## config.mk

```make
export PLATFORM = sky130hd
export DESIGN_NAME = ram_arbiter
export DESIGN_NICKNAME = d
export VERILOG_FILES = /design/src/rtl/ram_arbiter.sv
export SDC_FILE = /design/constraint.sdc
export NUM_CORES = 1
export LEC_CHECK = 0
export CAP_MARGIN = 10
export CORE_MARGIN = 3
export CORE_UTILIZATION = 36
export CTS_CLUSTER_SIZE = 30
export DETAILED_ROUTE_END_ITERATION = 7
export PLACE_DENSITY = 0.84
export REMOVE_ABC_BUFFERS = 1
export SYNTH_ARGS = -nofsm -noshare
export SYNTH_HDL_FRONTEND = slang
export SYNTH_SLANG_ARGS = --single-unit
```

## constraint.sdc

```tcl
create_clock -name clk -period 2 [get_ports clk]
set_input_delay 0.2 -clock clk [delete_from_list [all_inputs] [get_ports clk]]
set_output_delay 0.2 -clock clk [all_outputs]
set_load 0.05 [all_outputs]
```

## src/rtl/ram_arbiter.sv

```systemverilog
`default_nettype none
// ============================================================================
// Module   : ram_arbiter
// Purpose  : Two-port request arbiter and sequencer for a 64x8 single-port RAM
//            with registered read data returned to the issuing port.
// Options  : RAM_ARB_FIXED_PRIO_EN -- port 0 always wins contention
//            (default: round-robin).
// Revision : 1.0 - initial release
// ============================================================================
module ram_arbiter #(
   parameter int DATA_W = 8,
   parameter int ADDR_W = 6
) (
   input  logic              clk,
   input  logic              rst,
   input  logic              req0,
   input  logic              req1,
   input  logic              we0,
   input  logic              we1,
   input  logic [ADDR_W-1:0] addr0,
   input  logic [ADDR_W-1:0] addr1,
   input  logic [DATA_W-1:0] wdata0,
   input  logic [DATA_W-1:0] wdata1,
   output logic              gnt0,
   output logic              gnt1,
   output logic              rvalid0,
   output logic              rvalid1,
   output logic [DATA_W-1:0] rdata0,
   output logic [DATA_W-1:0] rdata1,
   output logic [DATA_W-1:0] ram_data,
   output logic [ADDR_W-1:0] ram_addr,
   output logic              ram_write,
   input  logic [DATA_W-1:0] ram_q
);

   logic              last_q, last_d;
   logic              rd_pend_q, rd_pend_d;
   logic              rd_port_q, rd_port_d;
   logic              rvalid0_q, rvalid0_d;
   logic              rvalid1_q, rvalid1_d;
   logic [DATA_W-1:0] rdata0_q, rdata0_d;
   logic [DATA_W-1:0] rdata1_q, rdata1_d;
   logic              w_gnt0, w_gnt1;

   always_comb begin
      w_gnt0 = 1'b0;
      w_gnt1 = 1'b0;
      if (!rst) begin
`ifdef RAM_ARB_FIXED_PRIO_EN
         w_gnt0 = req0;
         w_gnt1 = req1 & ~req0;
`else
         // On contention the port that did not win last time is served.
         w_gnt0 = req0 & (~req1 | last_q);
         w_gnt1 = req1 & (~req0 | ~last_q);
`endif
      end
   end

   always_comb begin
      ram_addr  = '0;
      ram_data  = '0;
      ram_write = 1'b0;
      if (w_gnt0) begin
         ram_addr  = addr0;
         ram_data  = wdata0;
         ram_write = we0;
      end else if (w_gnt1) begin
         ram_addr  = addr1;
         ram_data  = wdata1;
         ram_write = we1;
      end
   end

   always_comb begin
      last_d    = last_q;
      if (w_gnt0) last_d = 1'b0;
      if (w_gnt1) last_d = 1'b1;
      rd_pend_d = (w_gnt0 & ~we0) | (w_gnt1 & ~we1);
      rd_port_d = w_gnt1;
      // ram_q now holds the word addressed at the previous (accepting) edge.
      rvalid0_d = rd_pend_q & ~rd_port_q;
      rvalid1_d = rd_pend_q &  rd_port_q;
      rdata0_d  = rvalid0_d ? ram_q : rdata0_q;
      rdata1_d  = rvalid1_d ? ram_q : rdata1_q;
   end

   always_ff @(posedge clk or posedge rst) begin
      if (rst) begin
         last_q    <= 1'b1;
         rd_pend_q <= 1'b0;
         rd_port_q <= 1'b0;
         rvalid0_q <= 1'b0;
         rvalid1_q <= 1'b0;
         rdata0_q  <= '0;
         rdata1_q  <= '0;
      end else begin
         last_q    <= last_d;
         rd_pend_q <= rd_pend_d;
         rd_port_q <= rd_port_d;
         rvalid0_q <= rvalid0_d;
         rvalid1_q <= rvalid1_d;
         rdata0_q  <= rdata0_d;
         rdata1_q  <= rdata1_d;
      end
   end

   assign gnt0    = w_gnt0;
   assign gnt1    = w_gnt1;
   assign rvalid0 = rvalid0_q;
   assign rvalid1 = rvalid1_q;
   assign rdata0  = rdata0_q;
   assign rdata1  = rdata1_q;

endmodule
`default_nettype wire

```

# Word level (Yosys, flattened, before mapping)
# Index checks and enable logic that the tools add are counted.
# W data, S select, Z words.
totals:
  register_bits: 21
  output_inout_bits: 35
  elab_cells: 33
  in_bits: 42
op_classes:
  reduce_logical: 1
  bitwise_logic: 15
  n_mux: 10
ops:
  columns: ["operator", "n"]
  rows:
  - ["$mux W8", 2]
  - ["$mux W6", 2]
  - ["$and A1 B1 Y1", 6]
  - ["$mux W1", 6]
  - ["$not A1 Y1", 6]
  - ["$or A1 B1 Y1", 3]
  - ["$reduce_bool A2 Y1", 1]

# Longest topological paths before layout
# Gate-level depths: netlist (run 1).
logic_depth:
  ltp_word: 6
  ltp_mapped: 5
  ltp_nobuf: 3

# Worst setup path after synthesis (run 1)
# Ideal clock, no wire load.
synth_timing:
  path_kind: "reg-to-output"
  startpoint: "register last_q"
  endpoint: "output port ram_addr[3]"
  required_ns: 1.800
  path_stages_with_launch: 6
  t_arrival_ns: 1.636
  slack_ns: 0.164
  n_path_buf: 2
  path_cell_list: "dfstp_2 nand2b_1 buf_6 buf_8 a32oi_1 nor2_1"
synth_via:
  elab_chain_len: 6
  elab_cells_between_ends: 9
  cone_classes: "mux (4); bitwise (5)"
synth_lines:
  columns: ["element", "line", "text"]
  rows:
  - ["start, declared", "36", "logic last_q, last_d;"]
  - ["start signal, assigned", "98", "last_q <= last_d;"]
  - ["$not A1 Y1", "55", "w_gnt1 = req1 & (~req0 | ~last_q);"]
  - ["$or A1 B1 Y1", "55", null]
  - ["$and A1 B1 Y1", "55", null]
  - ["$mux W1", "48", "if (!rst) begin"]
  - ["$mux W6", "68", "end else if (w_gnt1) begin"]
  - ["$mux W6 (*)", "64", "if (w_gnt0) begin"]
  - ["end, declared", "31", "output logic [ADDR_W-1:0] ram_addr,"]
# Every way passes the cells marked *; elsewhere a longest branch is shown, timed or not.

# Worst setup path in the final report (run 1)
layout_timing:
  startpoint: "input port req1"
  endpoint: "output port ram_addr[5]"
layout_via:
  elab_chain_len: 5
  elab_cells_between_ends: 8
  cone_classes: "mux (4); bitwise (4)"
layout_lines:
  columns: ["element", "line", "text"]
  rows:
  - ["start, declared", "17", "input logic req1,"]
  - ["$not A1 Y1", "54", "w_gnt0 = req0 & (~req1 | last_q);"]
  - ["$or A1 B1 Y1", "54", null]
  - ["$and A1 B1 Y1", "54", null]
  - ["$mux W1", "48", null]
  - ["$mux W6 (*)", "64", null]
# Marks and branches as above.

==> impl_results.md, run 1 <==
* Largest net degree at the start of global routing at 24
* Most common cell after layout, fill and taps aside: clkdlybuf4s50_1
* TritonCTS clock tree: yes
* Starting Density at 39.99%
* Crit Path Max Fanout at 17
* Post-CTS Hold Fix Bufs at 0
* Post-route DRC violation count at 0
* Peak Freq at between 500 and 600 MHz
* CP arrival at approximately 1.7 ns
* Worst setup path start: req1
* Clock-pin slew on the worst setup and hold paths at approximately 0.11 ns
* Final Core Density at around 78%
* Initial antenna violation count at 0
* Maximum vdd drop at 0.8534 mV
* Clock Latency Late Sink at approximately 0.29 ns
* Crit path time final at ~1.9 ns
* First-pass GRT wire length at 5037 um
* Pre-CTS setup slack at 0.1591 ns
* Row cnt at 18
* CTS Root Cell: clkbuf_4
* Grt ovf at 0
* CTS Buf Count at 3
* Type of element capturing the critical path: output port
* Synth-to-Final Area Change at 94.25%
* MaxCap Viol Count at 0
* DP Wirelength at 2640 um
* Tightest Hold Check Type: input pin to asynchronous set/reset pin
* Yosys top cell area share at a little under half
* Crit-path slowest cell: clkdlybuf4s50_1
* Final setup viols at 0
* PortBufs at 76
* FF-to-FF Start: last_q$_DFFE_PP1P_
* Antenna-violating nets left at 0
* 1st-pass router iterations at 4
* Seq/Total Area, Yosys at 50.42%
* Crit path max-delay family: buffers and inverters
* H-tree Lvls at 1
* Critical Path RT at between 1.5 and 2 ns
* Skew final at around 0.0048 ns
* Buffer and inverter count on the worst path at 2
* Drt initial violations at 43
* Die Area at between 3000 and 4000 sq um
* Worst-margin pin slew at approximately 0.5 ns
* Yosys warning total at 0
* Most frequent cells in the layout: clkdlybuf4s50_1 (59), dfrtp_1 (20), buf_12 (17), mux2_2 (16), a32oi_1 (15)
* Chip height at ~60 um
* Io pins at slightly below 80
* Relative slew slack at 65.84%
* Total negative slack at 0 ns
* Layout fillers at 171
* CTS Sinks at 21
* Vias in the first global route at between 1000 and 1500
* Setup Crit Path Kind: input pin to output port
* CP cell instances: clkdlybuf4s50_1 -> a21boi_4 -> a32oi_1 -> nor2_1 -> buf_12
* WL final at between 3000 and 4000 um
* Via count at between 1000 and 1500
* Synth area leader: dfrtp_1
* Vias per inst at between 5 and 6
* Post-Synthesis Cell Area at between 1000 and 1500 sq um
* Total track usage at around 18%
* Synth unique cells at 18
* Register bit count reported by yosys at 21
* Synth area leaders: dfrtp_1 (48%), mux2_2 (17%), a32oi_1 (13%)
* Hold Vio Cnt, Final at 0
* Lkg Pwr at 0.8366 nW
* Total Power at around 1.9 mW
* PwrDens at between 900 and 1000 nW/um^2
* DIE WIDTH at 59.87 um
* Clock Path Buffers at 2
* Status: finished clean
* Routed length per placed instance at approximately 16 um
* Fin crit share at 95.77%
* Core area at ~2600 sq um
* Final WS setup at roughly 0.085 ns
* RD Place Congestion at between 0.7 and 0.8
* Antenna diodes at 0
* Nets at approximately 210
* CP Launch Type: input pin
* Share of layout cells above drive strength 1 at between 20 and 30%
* Cells after synthesis at 90
* Fin. max-slew vios at 0
* Mean Syn Cell Area at 11.61 sq um
* Largest stage delay, worst path at between 0.5 and 0.6 ns
-- where the power goes --
group	leakage, nW	total [mW]	switching (mW)	internal, mW
Combinational	0.571	1.10	0.648	0.452
Clock	0.0150	0.189	0.112	0.0774
Sequential	0.251	0.595	0.0572	0.538
-- cells by family after synthesis --
logic type	Yosys count	synth area share [%]
compound gates	19	16.17
flops	21	50.42
mux	16	17.25
buf+inv	11	7.184
simple gates	23	8.982
-- registers in the layout, indices dropped and copies added, names as in the netlist --
signal	cells
rd_pend_q	1
last_q	1
rdata1	8
rvalid1	1
rd_port_q	1
rvalid0	1
rdata0	8
-- final cells by class --
class | count | area [sq um] | share of cell area, %
Multi-Input combinational cell | 58 | 462.9 | 22.81
Inverter | 3 | 11.26 | 0.5549
Tap cell | 30 | 37.54 | 1.850
Timing Repair Buffer | 80 | 964.7 | 47.53
Sequential cell | 21 | 526.8 | 25.96
Clock buffer | 4 | 26.28 | 1.295
-- metrics by stage --
stage          instances  hold slack (ns)  area (sq um)
2_1_floorplan         82           0.1983         980.9
3_3_place_gp         192           0.4855          1979
3_5_place_dp         192           0.4945          1979
4_1_cts              196           0.4155          2008
5_1_grt              196           0.4611          2029
6_report             196           0.4078          2029
-- Yosys cell counts --
master	count
inv_1	3
clkbuf_1	1
a32oi_1	15
dfstp_2	1
buf_8	1
buf_6	2
o31ai_1	1
dfrtp_1	20
buf_2	3
nor2_1	17
nand2b_1	2
nand2_1	3
buf_4	1
mux2_2	16
and2_1	1
a31oi_1	1
a21boi_4	1
a21oi_1	1
-- what timing repair did --
action / in CTS / in global routing
gates resized for setup: 1 / 7
cloned: 0 / 0
endpoints found under the setup margin: 10 / 9
pin swaps: 0 / 3
buffers inserted: 0 / 0
-- path summary, 6_finish.rpt --
kind / slack (ns) / to / cells after the start
setup / recovery: 0.08 / ram_addr[5] / 5
hold / removal: 0.41 / rvalid0$_DFF_PP0_ / 3
setup reg to reg: 0.73 / rd_pend_q$_DFF_PP0_ / 4
hold reg to reg: 0.51 / rdata0[1]$_DFFE_PP0P_ / 1
max in group asynchronous: 1.32 / last_q$_DFFE_PP1P_ / 3
min in group clk: 0.51 / rd_pend_q$_DFF_PP0_ / 2
-- worst min-delay path: stages --
cell	delay [ns]
clkdlybuf4s50_1	0.50
inv_1	0.10
buf_4	0.29
-- metal layers --
| layer | vias up | GRT usage [%] | part of all wire, % |
|---|---|---|---|
| met5 | - | 0 | 0 |
| met4 | 0 | 3.797 | 0.63 |
| met3 | 2 | 8.639 | 14 |
| met2 | 65 | 31.94 | 49 |
| met1 | 472 | 20.59 | 37 |
| li1 | 481 | - | - |
Note: power is estimated with default switching activity, not from simulation.
==> run 2: changes to the inputs <==
SLEW_MARGIN = 20   (was unset)
==> results of run 2 <==
Final layout, timing and power as in run 1 (identical DEF).
